## config.mk

```make
export PLATFORM = sky130hd
export DESIGN_NAME = ram_cmd_ctrl_flat
export DESIGN_NICKNAME = d
export VERILOG_FILES = /design/src/rtl/ram_cmd_ctrl_pkg.sv /design/src/rtl/ram_cmd_ctrl_if.sv /design/src/rtl/ram_cmd_ctrl_init_sweeper.sv /design/src/rtl/ram_cmd_ctrl.sv /design/src/flat_wrapper.sv
export SDC_FILE = /design/constraint.sdc
export NUM_CORES = 1
export LEC_CHECK = 0
export CORE_AREA = 2 2 65 61
export CTS_CLUSTER_SIZE = 14
export DETAILED_ROUTE_END_ITERATION = 10
export DIE_AREA = 0 0 67 63
export HOLD_SLACK_MARGIN = 0.12
export PLACE_DENSITY = 0.78
export SLEW_MARGIN = 10
export SYNTH_ARGS = -nofsm -noshare
export SYNTH_HDL_FRONTEND = slang
export SYNTH_HIERARCHICAL = 1
export SYNTH_SLANG_ARGS = --single-unit
```

## constraint.sdc

```tcl
create_clock -name clk -period 4.08 [get_ports clk]
set_input_delay 0.408 -clock clk [delete_from_list [all_inputs] [get_ports clk]]
set_output_delay 0.408 -clock clk [all_outputs]
set_load 0.02 [all_outputs]
```

## src/rtl/ram_cmd_ctrl_pkg.sv

```systemverilog
// Shared types and default constants for the RAM command controller.
// Optional statistics counters are enabled with RAM_CMD_CTRL_STATS_EN.
package ram_ctrl_pkg;

    // Controller states.
    typedef enum logic [2:0] {
        IDLE    = 3'd0,
        WR      = 3'd1,
        RD_WAIT = 3'd2,
        RSP     = 3'd3,
        INIT    = 3'd4
    } state_t;

    // Defaults match the attached single-port RAM.
    localparam int DEF_DATA_W = 8;
    localparam int DEF_ADDR_W = 6;
    localparam int DEF_DEPTH  = 64;

    // Deepest RAM read pipeline the latency counter is sized for.
    localparam int RD_LAT_MAX = 4;
    localparam int LAT_W      = $clog2(RD_LAT_MAX + 1);

    // Saturating increment used by the statistics counters.
    function automatic logic [15:0] sat_inc16(input logic [15:0] value);
        return (value == 16'hFFFF) ? value : value + 16'd1;
    endfunction

endpackage

```

## src/rtl/ram_cmd_ctrl_if.sv

```systemverilog
// Bus bundle between the command source / RAM and the controller.
// The slave modport is the controller's view; master is the surrounding logic.
// Statistics signals exist only when RAM_CMD_CTRL_STATS_EN is defined.
interface ram_cmd_ctrl_if #(
    parameter int DATA_W = 8,
    parameter int ADDR_W = 6
);
    logic              cmd_valid;
    logic              cmd_ready;
    logic              cmd_we;
    logic [ADDR_W-1:0] cmd_addr;
    logic [DATA_W-1:0] cmd_data;

    logic              rsp_valid;
    logic              rsp_ready;
    logic [DATA_W-1:0] rsp_data;

    logic              init_req;
    logic              init_busy;

    logic [DATA_W-1:0] ram_data;
    logic [ADDR_W-1:0] ram_addr;
    logic              ram_we;
    logic [DATA_W-1:0] ram_q;

`ifdef RAM_CMD_CTRL_STATS_EN
    logic [15:0]       wr_count;
    logic [15:0]       rd_count;
`endif

    modport slave (
        input  cmd_valid, cmd_we, cmd_addr, cmd_data,
        output cmd_ready,
        output rsp_valid, rsp_data,
        input  rsp_ready,
        input  init_req,
        output init_busy,
        output ram_data, ram_addr, ram_we,
        input  ram_q
`ifdef RAM_CMD_CTRL_STATS_EN
        ,
        output wr_count, rd_count
`endif
    );

    modport master (
        output cmd_valid, cmd_we, cmd_addr, cmd_data,
        input  cmd_ready,
        input  rsp_valid, rsp_data,
        output rsp_ready,
        output init_req,
        input  init_busy,
        input  ram_data, ram_addr, ram_we,
        output ram_q
`ifdef RAM_CMD_CTRL_STATS_EN
        ,
        input  wr_count, rd_count
`endif
    );

endinterface

```

## src/rtl/ram_cmd_ctrl_init_sweeper.sv

```systemverilog
// Address generator for the fill sweep: counts 0..DEPTH-1 and flags the
// last location. The counter is one bit wider than the address so the
// terminal count never aliases back to zero.
module ram_init_sweeper #(
    parameter int ADDR_W = 6,
    parameter int DEPTH  = 64
) (
    input  logic              clk,
    input  logic              rst,
    input  logic              i_start,
    input  logic              i_active,
    output logic [ADDR_W-1:0] o_addr,
    output logic              o_last
);
    localparam int CNT_W = ADDR_W + 1;
    localparam logic [CNT_W-1:0] CNT_LAST = CNT_W'(DEPTH - 1);

    logic [CNT_W-1:0] r_cnt;

    // Restart at zero on a new sweep, otherwise advance once per sweep cycle.
    always_ff @(posedge clk or posedge rst) begin
        if (rst) begin
            r_cnt <= '0;
        end else if (i_start) begin
            r_cnt <= '0;
        end else if (i_active) begin
            r_cnt <= r_cnt + CNT_W'(1);
        end
    end

    assign o_addr = r_cnt[ADDR_W-1:0];
    assign o_last = (r_cnt == CNT_LAST);

endmodule

```

## src/rtl/ram_cmd_ctrl.sv

```systemverilog
// Command front-end for a single-port RAM: serialises read/write commands,
// waits out the RAM read latency, returns read data on a response port and
// can sweep a constant into every location.
// Define RAM_CMD_CTRL_STATS_EN to add saturating write/read counters.
module ram_cmd_ctrl
    import ram_ctrl_pkg::*;
#(
    parameter int                DATA_W     = DEF_DATA_W,
    parameter int                ADDR_W     = DEF_ADDR_W,
    parameter int                DEPTH      = DEF_DEPTH,
    parameter int                RD_LAT     = 1,
    parameter logic [DATA_W-1:0] FILL_VALUE = '0
) (
    input logic          clk,
    input logic          rst,
    ram_cmd_ctrl_if.slave bus
);
    localparam logic [LAT_W-1:0] LAT_LAST = LAT_W'(RD_LAT);

    state_t            r_state;
    state_t            w_next;
    logic              w_accept;
    logic              w_init_start;
    logic              w_lat_done;
    logic              w_sweep_last;
    logic [ADDR_W-1:0] w_sweep_addr;

    logic [ADDR_W-1:0] r_addr;
    logic [DATA_W-1:0] r_data;
    logic              r_we;
    logic [LAT_W-1:0]  r_lat_cnt;
    logic [DATA_W-1:0] r_rsp_data;

    ram_init_sweeper #(
        .ADDR_W (ADDR_W),
        .DEPTH  (DEPTH)
    ) u_sweeper (
        .clk      (clk),
        .rst      (rst),
        .i_start  (w_init_start),
        .i_active (r_state == INIT),
        .o_addr   (w_sweep_addr),
        .o_last   (w_sweep_last)
    );

    assign w_lat_done = (r_lat_cnt == LAT_LAST);

    // State register.
    always_ff @(posedge clk or posedge rst) begin
        if (rst) begin
            r_state <= IDLE;
        end else begin
            r_state <= w_next;
        end
    end

    // Next-state logic; an init request beats a simultaneous command.
    always_comb begin
        w_next       = r_state;
        w_accept     = 1'b0;
        w_init_start = 1'b0;
        case (r_state)
            IDLE: begin
                if (bus.init_req) begin
                    w_next       = INIT;
                    w_init_start = 1'b1;
                end else if (bus.cmd_valid) begin
                    w_accept = 1'b1;
                    w_next   = bus.cmd_we ? WR : RD_WAIT;
                end
            end
            WR:      w_next = IDLE;
            RD_WAIT: if (w_lat_done) w_next = RSP;
            RSP:     if (bus.rsp_ready) w_next = IDLE;
            INIT:    if (w_sweep_last) w_next = IDLE;
            default: w_next = IDLE;
        endcase
    end

    // RAM drive registers, read-latency counter and response capture.
    always_ff @(posedge clk or posedge rst) begin
        if (rst) begin
            r_addr     <= '0;
            r_data     <= '0;
            r_we       <= 1'b0;
            r_lat_cnt  <= '0;
            r_rsp_data <= '0;
        end else begin
            r_we <= (w_next == WR) || (w_next == INIT);
            if (w_accept) begin
                r_addr <= bus.cmd_addr;
                r_data <= bus.cmd_data;
            end else if (w_init_start) begin
                r_data <= FILL_VALUE;
            end
            if (r_state == RD_WAIT) begin
                r_lat_cnt <= r_lat_cnt + LAT_W'(1);
            end else begin
                r_lat_cnt <= '0;
            end
            if ((r_state == RD_WAIT) && w_lat_done) begin
                r_rsp_data <= bus.ram_q;
            end
        end
    end

    assign bus.ram_addr  = (r_state == INIT) ? w_sweep_addr : r_addr;
    assign bus.ram_data  = r_data;
    assign bus.ram_we    = r_we;
    assign bus.cmd_ready = (r_state == IDLE) && !rst;
    assign bus.rsp_valid = (r_state == RSP);
    assign bus.rsp_data  = r_rsp_data;
    assign bus.init_busy = (r_state == INIT);

`ifdef RAM_CMD_CTRL_STATS_EN
    logic [15:0] r_wr_count;
    logic [15:0] r_rd_count;

    // Saturating counters: one per write cycle, one per response handshake.
    always_ff @(posedge clk or posedge rst) begin
        if (rst) begin
            r_wr_count <= '0;
            r_rd_count <= '0;
        end else begin
            if (r_state == WR) begin
                r_wr_count <= sat_inc16(r_wr_count);
            end
            if ((r_state == RSP) && bus.rsp_ready) begin
                r_rd_count <= sat_inc16(r_rd_count);
            end
        end
    end

    assign bus.wr_count = r_wr_count;
    assign bus.rd_count = r_rd_count;
`endif

endmodule

```

## src/flat_wrapper.sv

```systemverilog
// flat-port wrapper written by rule: the top's interface ports become plain ports
module ram_cmd_ctrl_flat import ram_ctrl_pkg::*;
#(
    parameter int                DATA_W     = DEF_DATA_W,
    parameter int                ADDR_W     = DEF_ADDR_W,
    parameter int                DEPTH      = DEF_DEPTH,
    parameter int                RD_LAT     = 1,
    parameter logic [DATA_W-1:0] FILL_VALUE = '0
)
  (clk, rst, bus_cmd_valid, bus_cmd_we, bus_cmd_addr, bus_cmd_data, bus_cmd_ready, bus_rsp_valid, bus_rsp_data, bus_rsp_ready, bus_init_req, bus_init_busy, bus_ram_data, bus_ram_addr, bus_ram_we, bus_ram_q);
  ram_cmd_ctrl_if #(.DATA_W(DATA_W), .ADDR_W(ADDR_W)) bus_i ();
  input logic clk;
  input logic rst;
  input wire logic [$bits(bus_i.cmd_valid)-1:0] bus_cmd_valid;
  input wire logic [$bits(bus_i.cmd_we)-1:0] bus_cmd_we;
  input wire logic [$bits(bus_i.cmd_addr)-1:0] bus_cmd_addr;
  input wire logic [$bits(bus_i.cmd_data)-1:0] bus_cmd_data;
  output wire logic [$bits(bus_i.cmd_ready)-1:0] bus_cmd_ready;
  output wire logic [$bits(bus_i.rsp_valid)-1:0] bus_rsp_valid;
  output wire logic [$bits(bus_i.rsp_data)-1:0] bus_rsp_data;
  input wire logic [$bits(bus_i.rsp_ready)-1:0] bus_rsp_ready;
  input wire logic [$bits(bus_i.init_req)-1:0] bus_init_req;
  output wire logic [$bits(bus_i.init_busy)-1:0] bus_init_busy;
  output wire logic [$bits(bus_i.ram_data)-1:0] bus_ram_data;
  output wire logic [$bits(bus_i.ram_addr)-1:0] bus_ram_addr;
  output wire logic [$bits(bus_i.ram_we)-1:0] bus_ram_we;
  input wire logic [$bits(bus_i.ram_q)-1:0] bus_ram_q;
  assign bus_i.cmd_valid = bus_cmd_valid;
  assign bus_i.cmd_we = bus_cmd_we;
  assign bus_i.cmd_addr = bus_cmd_addr;
  assign bus_i.cmd_data = bus_cmd_data;
  assign bus_cmd_ready = bus_i.cmd_ready;
  assign bus_rsp_valid = bus_i.rsp_valid;
  assign bus_rsp_data = bus_i.rsp_data;
  assign bus_i.rsp_ready = bus_rsp_ready;
  assign bus_i.init_req = bus_init_req;
  assign bus_init_busy = bus_i.init_busy;
  assign bus_ram_data = bus_i.ram_data;
  assign bus_ram_addr = bus_i.ram_addr;
  assign bus_ram_we = bus_i.ram_we;
  assign bus_i.ram_q = bus_ram_q;
  ram_cmd_ctrl #(.DATA_W(DATA_W), .ADDR_W(ADDR_W), .DEPTH(DEPTH), .RD_LAT(RD_LAT), .FILL_VALUE(FILL_VALUE)) u_core (.clk(clk), .rst(rst), .bus(bus_i));
endmodule
```

==> flow_summary.toml, run 1 <==
[sta]
relSlewSlack_pct = 27.8
hold_viol_final = 0
timing_worst_slew_pin_value_ns = 1.08
finalCriticalPeriod_ns = 2.71
slew_violations = 0
rsz0062_at_grt = "false"
fin_crit_sh_pct = 66.4
setup_violations = 0
fmax_mhz = 369
finalSetupTns_ns = 0
fin_worst_skew_ns = 0.00383
timing.final.ws_setup_ns = 1.37

[cts]
clockBufferDepth = 2
clock_sinks = 36
cts_setup_buffers = 0
cts_buffers = 5
clockRootBuffer = "clkbuf_8"
cts_tree = "yes"
cts.clk_slew.worst_paths_ns = 0.07
clk_latency_ns = 0.28
hold_buffers = 0
h-tree-depth = 2
cts_resized = 0

[synth]
syn_nets = 162
yosysMostFrequentCell = "dfrtp_1"
ys.flop_type = "dfrtp_1"
avgSynthCellArea_um2 = 12.6
synth-seq-cells = 36
yosysTopAreaCell = "dfrtp_1"
yosysSeqAreaShare_pct = 54.5
synth_top_cell_area_share_pct = 54.5
yosys_warnings = 6
synthTopCellsByCount = "dfrtp_1, mux2_2, nor2_1, a22o_1, mux2_4"
synthCells = 131
ys_async_sr_fraction_pct = 100
netlist_area_mm2 = 0.00165
synth.distinct_cells = 29
yosys-top-cells-area = "dfrtp_1, mux2_2, mux2_4"
synth_edf_count = 0

[die]
core_area_mm2 = 0.00357
die_w_um = 67
rows = 21
ios = 54
die_area_mm2 = 0.00422
floorplan.die.height_um = 63
initial_core_util_pct = 46.3

[grt]
grt_pass1_wl_mm = 6.11
grt_max_degree = 30
grt_pass1_vias = 1317
antenna_found_initial = 0
grt-ovfl-total = 0
grt_use_total_pct = 19.6

[detailed_routing]
drcViolationCount = 0
routed_wl_mm = 3.66
routedWlPerCell_um = 16.1
final_antenna_net_count = 0
drt_iter0_drc = 65
dr.pass1.iters = 4
via_per_inst = 5.09
dr_total_vias = 1161

[placed_design]
port_buffers = 53
placed_area_mm2 = 0.00217
routabilityCongestion = 0.786
dp_hpwl_mm = 2.72
dp_slack_ns = 1.73

[worst_setup_path]
end_kind = "output pin"
path_class = "flip-flop to output pin"
slowest_stage = "clkdlybuf4s50_1"
required_ns = 3.67
path_cells = "nor2_1 > and2_1 > mux2_2 > clkdlybuf4s50_1"
max_stage_delay_ns = 0.54
critPathMaxFanout = 12
start_kind = "flip-flop"
critPathArrivalTime_ns = 2.30

[job]
maxCapViolations = 0

[layout]
area.growth.synth_to_final_pct = 37.8
n_fill_cell = 285
num-nets-final = 212
fin_area_mm2 = 0.00228
layout-drive-gt1-share_pct = 15.9
antenna_cells = 0

[pwr]
leakagePower_uw = 0.00101
ir_worst_vdd_mv = 0.530
p_per_area_mw_per_mm2 = 673

[worst_hold_path]
min_path_type = "input pin to async pin"

[run_status]
status = "finished clean"
## where the power goes
part / switching, µW / internal [µW] / total (µW)
sequential: 89.2 / 468 / 558
clock: 123 / 181 / 304
combinational: 320 / 352 / 671
## per-stage QoR
step	instances	hold WS (ns)	util, %	total power (µW)
global route	228	0.462	63.7	1610
CTS	228	0.445	63.7	1540
global placement	220	0.445	60.7	1200
floorplan	131	0.211	-	952
detailed placement	220	0.459	60.7	1230
finish	228	0.445	63.7	1530
## kinds of logic (layout without fill, tap and decap cells)
logic type | count (synthesis) | after routing | share of synthesized area, %
buffers and inverters | 15 | 66 | 5.45
multiplexers | 21 | 21 | 16.0
flip-flops | 36 | 36 | 54.5
adder cells (fa/ha/maj) | 3 | 3 | 2.27
XOR/XNOR | 5 | 5 | 2.65
AND/OR/NAND/NOR | 33 | 33 | 11.4
AO/OA/AOI/OAI | 18 | 18 | 7.65
## cells in the final DEF (no fill, tap or decap)
cell             count
a22o_1               8
or3b_4               1
clkbuf_1             1
clkbuf_8             5
nor2b_1              5
or3b_1               1
a32o_1               1
nor4_1               1
nand4_2              1
and2_1               4
clkinv_2             1
mux2_2              12
nor3_1               1
ha_1                 3
o21ai_0              5
xor2_1               3
o21ai_1              1
nor2_1               9
nand2_1              4
clkdlybuf4s50_1     53
bufinv_16            1
xnor2_1              2
mux2_4               8
nand4_1              2
or3_1                2
inv_1                5
nor3b_1              2
a21oi_1              2
dfrtp_1             36
a31oi_1              1
mux2i_1              1
## layer usage
metal,track usage [%],part of all wire [%]
met1,23.8,42
met2,33.7,52
met3,4.50,5.0
met4,6.89,0.87
met5,0,0
## worst paths after layout
check	startpoint	end	slack, ns	cells after the start
max	u_core/r_state[0]$_DFF_PP0_	bus_ram_addr[3]	1.37	4
min	rst	u_core/u_sweeper/r_cnt[2]$_DFFE_PP0P_	0.44	2
max reg2reg	u_core/r_state[0]$_DFF_PP0_	u_core/bus.rsp_data[2]$_DFFE_PP0P_	2.08	3
min reg2reg	u_core/r_lat_cnt[0]$_DFF_PP0_	u_core/r_lat_cnt[0]$_DFF_PP0_	0.47	1
max in group asynchronous	rst	u_core/r_addr[3]$_DFFE_PP0P_	2.64	2
min in group clk	u_core/r_lat_cnt[0]$_DFF_PP0_	u_core/r_lat_cnt[0]$_DFF_PP0_	0.47	1
## registers in the layout, indices dropped and copies added (netlist names)
| name | flops |
|---|---|
| u_core/u_sweeper/r_cnt | 7 |
| u_core/r_state | 3 |
| u_core/bus.ram_we | 1 |
| u_core/r_addr | 6 |
| u_core/r_lat_cnt | 3 |
| u_core/bus.ram_data | 8 |
| u_core/bus.rsp_data | 8 |
## worst max-delay path: cells and delay by family (launching register included)
family / cells / cell delay (ns)
flip-flops: 1 / 0.44
AND/OR/NAND/NOR: 2 / 0.63
buffers and inverters: 1 / 0.54
multiplexers: 1 / 0.41
## area by class of cell
class | count | area (µm²) | area share, %
Multi-Input combinational cell | 80 | 662 | 29.1
Timing Repair Buffer | 53 | 531 | 23.3
Clock inverter | 2 | 35.0 | 1.54
Clock buffer | 6 | 72.6 | 3.19
Sequential cell | 36 | 901 | 39.6
Tap cell | 46 | 57.6 | 2.53
Inverter | 5 | 18.8 | 0.824
Power figures use the tool's default switching activity.
==> inputs of run 2 (changes only) <==
- CORE_AREA: 2 2 65 61 -> 2 2 70 66
- DIE_AREA: 0 0 67 63 -> 0 0 72 68
- PLACE_DENSITY: 0.78 -> 0.71
- clock period: 4.08 -> 2.4 ns (I/O delays scaled with it)
==> run 2 against run 1 <==
Hold slack got worse by 0.15 ns; critical path depth stayed put; global-route usage decreased by 3.4 points; clock-buffer cell count rose by 1; sequential cell count unchanged; final cell count rose by 3.5%; via count is 0.86% higher; sequential share of layout area is 0.26 points lower; routed wire length is 1.7% lower; non-clock buffer count is 4 higher; clock skew rose by 0.0027 ns; critical endpoint unchanged; largest power group unchanged; highest routed layer unchanged.
==> flow_summary.toml, run 2 (synthesis gave the netlist of run 1 again) <==
[layout]
num-nets-final = 216
area.growth.synth_to_final_pct = 38.7
layout-drive-gt1-share_pct = 17.7
n_fill_cell = 353
antenna_cells = 0
layout_commonest_cell = "clkdlybuf4s50_1"
final_cells = 236
final_cell_mix = "clkdlybuf4s50_1, dfrtp_1, mux2_2, nor2_1"

[pwr]
leakagePower_uw = 0.00102
ir_worst_vdd_mv = 0.716
p_per_area_mw_per_mm2 = 1100

[sta]
fmax_mhz = 441
finalCriticalPeriod_ns = 2.27
hold_viol_final = 0
timing_worst_slew_pin_value_ns = 0.601
finalSetupTns_ns = 0
slew_violations = 0
rsz0062_at_grt = "false"
relSlewSlack_pct = 59.7
fin_worst_skew_ns = 0.00656
setup_violations = 0
fin_crit_sh_pct = 94.5

[die]
ios = 54
die_w_um = 72
rows = 23
floorplan.die.height_um = 68
die_area_mm2 = 0.00490
initial_core_util_pct = 39.1
core_area_mm2 = 0.00423

[detailed_routing]
final_antenna_net_count = 0
routedWlPerCell_um = 15.3
routed_wl_mm = 3.60
dr_total_vias = 1171
dr.pass1.iters = 4
via_per_inst = 4.96
drt_iter0_drc = 51
drcViolationCount = 0

[worst_setup_path]
r2r_cells = 3
r2r_start = "u_core/r_state[0]$_DFF_PP0_"
r2r_setup_slack_ns = 0.42
critPathMaxFanout = 10
r2r-end = "u_core/bus.rsp_data[0]$_DFFE_PP0P_"
start_kind = "flip-flop"
endpoint = "bus_ram_addr[3]"
end_kind = "output pin"
path_class = "flip-flop to output pin"
required_ns = 2.16
critPathArrivalTime_ns = 2.03
startpoint = "u_core/r_state[0]$_DFF_PP0_"

[run_status]
status = "finished clean"

[cts]
cts_tree = "yes"
clk_latency_ns = 0.28
clock_sinks = 36
hold_buffers = 0
clockRootBuffer = "clkbuf_8"
cts.clk_slew.worst_paths_ns = 0.07
h-tree-depth = 2
cts_buffers = 5
clockBufferDepth = 2

[grt]
grt_pass1_wl_mm = 5.89
grt_use_total_pct = 16.2
grt_max_degree = 19
antenna_found_initial = 0
grt_pass1_vias = 1245
grt-ovfl-total = 0

[placed_design]
routabilityCongestion = 0.789
place_inst = 228
dp_hpwl_mm = 2.74
port_buffers = 53

[job]
maxCapViolations = 0

[worst_hold_path]
min_path_type = "input pin to async pin"
==> run 2: metal layers <==
layer / up-vias / share of wire, % / GRT usage [%]
met4: 0 / 1.3 / 7.08
met5: - / 0 / 0
met2: 34 / 51 / 28.4
met3: 5 / 5.0 / 4.71
met1: 575 / 42 / 18.7
li1: 557 / - / -
==> run 2: worst min path at each step <==
stage	end	slack, ns	startpoint	cells after the start
6_report	u_core/u_sweeper/r_cnt[1]$_DFFE_PP0P_	0.30	rst	2
5_1_grt	u_core/u_sweeper/r_cnt[1]$_DFFE_PP0P_	0.30	rst	2
4_1_cts	u_core/u_sweeper/r_cnt[1]$_DFFE_PP0P_	0.30	rst	2
3_5_place_dp	u_core/r_lat_cnt[0]$_DFF_PP0_	0.47	u_core/r_lat_cnt[0]$_DFF_PP0_	1
3_3_place_gp	u_core/r_lat_cnt[0]$_DFF_PP0_	0.45	u_core/r_lat_cnt[0]$_DFF_PP0_	1
2_1_floorplan	u_core/u_sweeper/r_cnt[0]$_DFFE_PP0P_	0.04	rst	1
==> run 2: area by class of cell <==
class	count	area (µm²)	share of cell area (%)
Timing Repair Buffer	57	561	24.5
Clock buffer	7	76.3	3.33
Inverter	5	18.8	0.819
Multi-Input combinational cell	80	664	29.0
Clock inverter	1	8.76	0.382
Tap cell	50	62.6	2.73
Sequential cell	36	901	39.3
==> run 2: where the power goes <==
part	total, µW	switching [µW]	internal (µW)	leakage, µW
Combinational	1160	532	632	0.000523
Sequential	944	148	796	0.000457
Clock	417	210	207	0.0000424
==> run 2: per-stage QoR <==
step	worst slack, ns	cell area [µm²]	utilization, %	total power (µW)	hold WS [ns]
after global placement	0.293	2200	52.1	2070	0.446
after global routing	0.0400	2290	54.2	2680	0.303
after floorplan	0.508	1650	-	1620	0.0434
final	0.133	2290	54.2	2530	0.296
after detailed placement	0.241	2200	52.1	2110	0.471
after CTS	0.0553	2290	54.2	2550	0.297
==> run 2: repair_timing <==
action,CTS,global route
gates resized for setup,1,1
setup buffers,0,0
endpoints found under the setup margin,6,6
==> run 2: critical path: stages, from the launching register on <==
cell and delay (ns):
dfrtp_1 0.44, nor2_1 0.16, and2_4 0.24, mux2_2 0.36, clkdlybuf4s50_1 0.55
==> inputs of run 3 (changes only) <==
- CELL_PAD_IN_SITES_DETAIL_PLACEMENT: default -> 0
- CELL_PAD_IN_SITES_GLOBAL_PLACEMENT: default -> 1
- CORE_AREA: 2 2 70 66 -> 2 2 79 74
- DIE_AREA: 0 0 72 68 -> 0 0 81 76
- PLACE_DENSITY: 0.71 -> 0.84
==> run 3 against run 2 <==
First-iteration DRC count grew 16%; non-clock buffer count shrank 1; critical path depth is the same; critical endpoint is now bus_ram_addr[4]; sequential share of layout area shrank 0.74 points.
==> flow_summary.toml, run 3 (synthesis gave the netlist of run 1 again) <==
[die]
floorplan.die.height_um = 76
die_w_um = 81
ios = 54
die_area_mm2 = 0.00616
core_area_mm2 = 0.00540
initial_core_util_pct = 30.6
rows = 26

[placed_design]
dp_hpwl_mm = 2.56
place_inst = 247
placed_area_mm2 = 0.00222
port_buffers = 53
routabilityCongestion = 0.804

[job]
maxCapViolations = 0

[cts]
hold_buffers = 0
cts_tree = "yes"
cts_buffers = 5
h-tree-depth = 2
cts.clk_slew.worst_paths_ns = 0.07
clk_latency_ns = 0.28
clockRootBuffer = "clkbuf_8"
clockBufferDepth = 2
clock_sinks = 36

[layout]
antenna_cells = 0
fin_area_mm2 = 0.00234
layout_commonest_cell = "clkdlybuf4s50_1"
final_cells = 255
multiInputGateArea_um2 = 664
n_fill_cell = 523
area.growth.synth_to_final_pct = 41.3
final_cell_mix = "clkdlybuf4s50_1, dfrtp_1, mux2_2, nor2_1"
ff_latch_area_um2 = 901
layout-drive-gt1-share_pct = 18.4
num-nets-final = 215

[worst_setup_path]
required_ns = 2.16
start_kind = "flip-flop"
max_stage_delay_ns = 0.54
path_class = "flip-flop to output pin"
cp_top_family = "buffers and inverters"
slowest_stage = "clkdlybuf4s50_1"
critPathMaxFanout = 8
path_cells = "nor2_1 > and2_4 > mux2_2 > clkdlybuf4s50_1"
critPathArrivalTime_ns = 2.01
path_buf_inv = 1
end_kind = "output pin"

[grt]
antenna_found_initial = 0
grt_use_total_pct = 12.0
grt_pass1_vias = 1195
grt-ovfl-total = 0
grt_pass1_wl_mm = 5.62
grt_max_degree = 30

[sta]
setup_violations = 0
finalCriticalPeriod_ns = 2.25
hold_viol_final = 0
rsz0062_at_grt = "false"
slew_violations = 0
whs_ns = 0.248
relSlewSlack_pct = 53.1
fin_worst_skew_ns = 0.00326
timing_worst_slew_pin_value_ns = 0.699
fmax_mhz = 445
fin_crit_sh_pct = 93.6
finalSetupTns_ns = 0

[detailed_routing]
routedWlPerCell_um = 13.2
dr.pass1.iters = 4
drcViolationCount = 0
dr_total_vias = 1158
via_per_inst = 4.54
final_antenna_net_count = 0
routed_wl_mm = 3.36
drt_iter0_drc = 59

[pwr]
finalPower_uw = 2600
leakagePower_uw = 0.00103
ir_worst_vdd_mv = 0.486
p_per_area_mw_per_mm2 = 1110

[run_status]
status = "finished clean"

[worst_hold_path]
min_path_type = "input pin to async pin"
## run 3: changes by cell type in the layout (fill, tap and decap cells not counted), sizes merged
cell / delta
buf: -1
bufinv: +1
clkbuf: -2
clkinvlp: +1
## run 3: final cells by class
class | instances | share of cell area [%]
well taps | 70 | 3.75
flip-flops and latches | 36 | 38.6
multi-input cells | 80 | 28.4
inverters | 5 | 0.803
clock inverters | 3 | 1.82
repair buffers | 56 | 23.7
clock buffers | 5 | 2.95
## run 3: per-stage QoR
stage	utilization [%]	setup slack (ns)
after global placement	41.1	0.332
after CTS	43.2	0.0834
after detailed placement	41.1	0.296
after global routing	43.3	0.0478
final	43.3	0.154
after floorplan	-	0.508
## run 3: repair_timing
item	4_1_cts	5_1_grt
setup endpoints to repair	6	6
pin swaps	0	0
resized for setup	1	1
buffers inserted	0	0
## run 3: path summary, 6_finish.rpt
check | startpoint | to | slack (ns) | cells after the start
min | rst | u_core/u_sweeper/r_cnt[6]$_DFFE_PP0P_ | 0.25 | 2
min reg2reg | u_core/r_lat_cnt[0]$_DFF_PP0_ | u_core/r_lat_cnt[0]$_DFF_PP0_ | 0.47 | 1
max in group asynchronous | rst | u_core/r_addr[3]$_DFFE_PP0P_ | 1.75 | 3
max reg2reg | u_core/r_state[0]$_DFF_PP0_ | u_core/bus.rsp_data[3]$_DFFE_PP0P_ | 0.41 | 3
max | u_core/r_state[0]$_DFF_PP0_ | bus_ram_addr[4] | 0.15 | 4
min in group clk | u_core/r_lat_cnt[0]$_DFF_PP0_ | u_core/r_lat_cnt[0]$_DFF_PP0_ | 0.47 | 1
## run 3: report_power, final
group	total [µW]	internal (µW)	switching, µW
clock	521	307	214
combinational	1150	621	528
sequential	932	796	137
## run 3: layer usage
layer	routed length, µm	GRT usage (%)	part of all wire [%]
met2	1460	17.3	44
met3	292	4.86	8.7
met5	0	0	0
met1	1590	17.2	47
met4	10	2.54	0.30
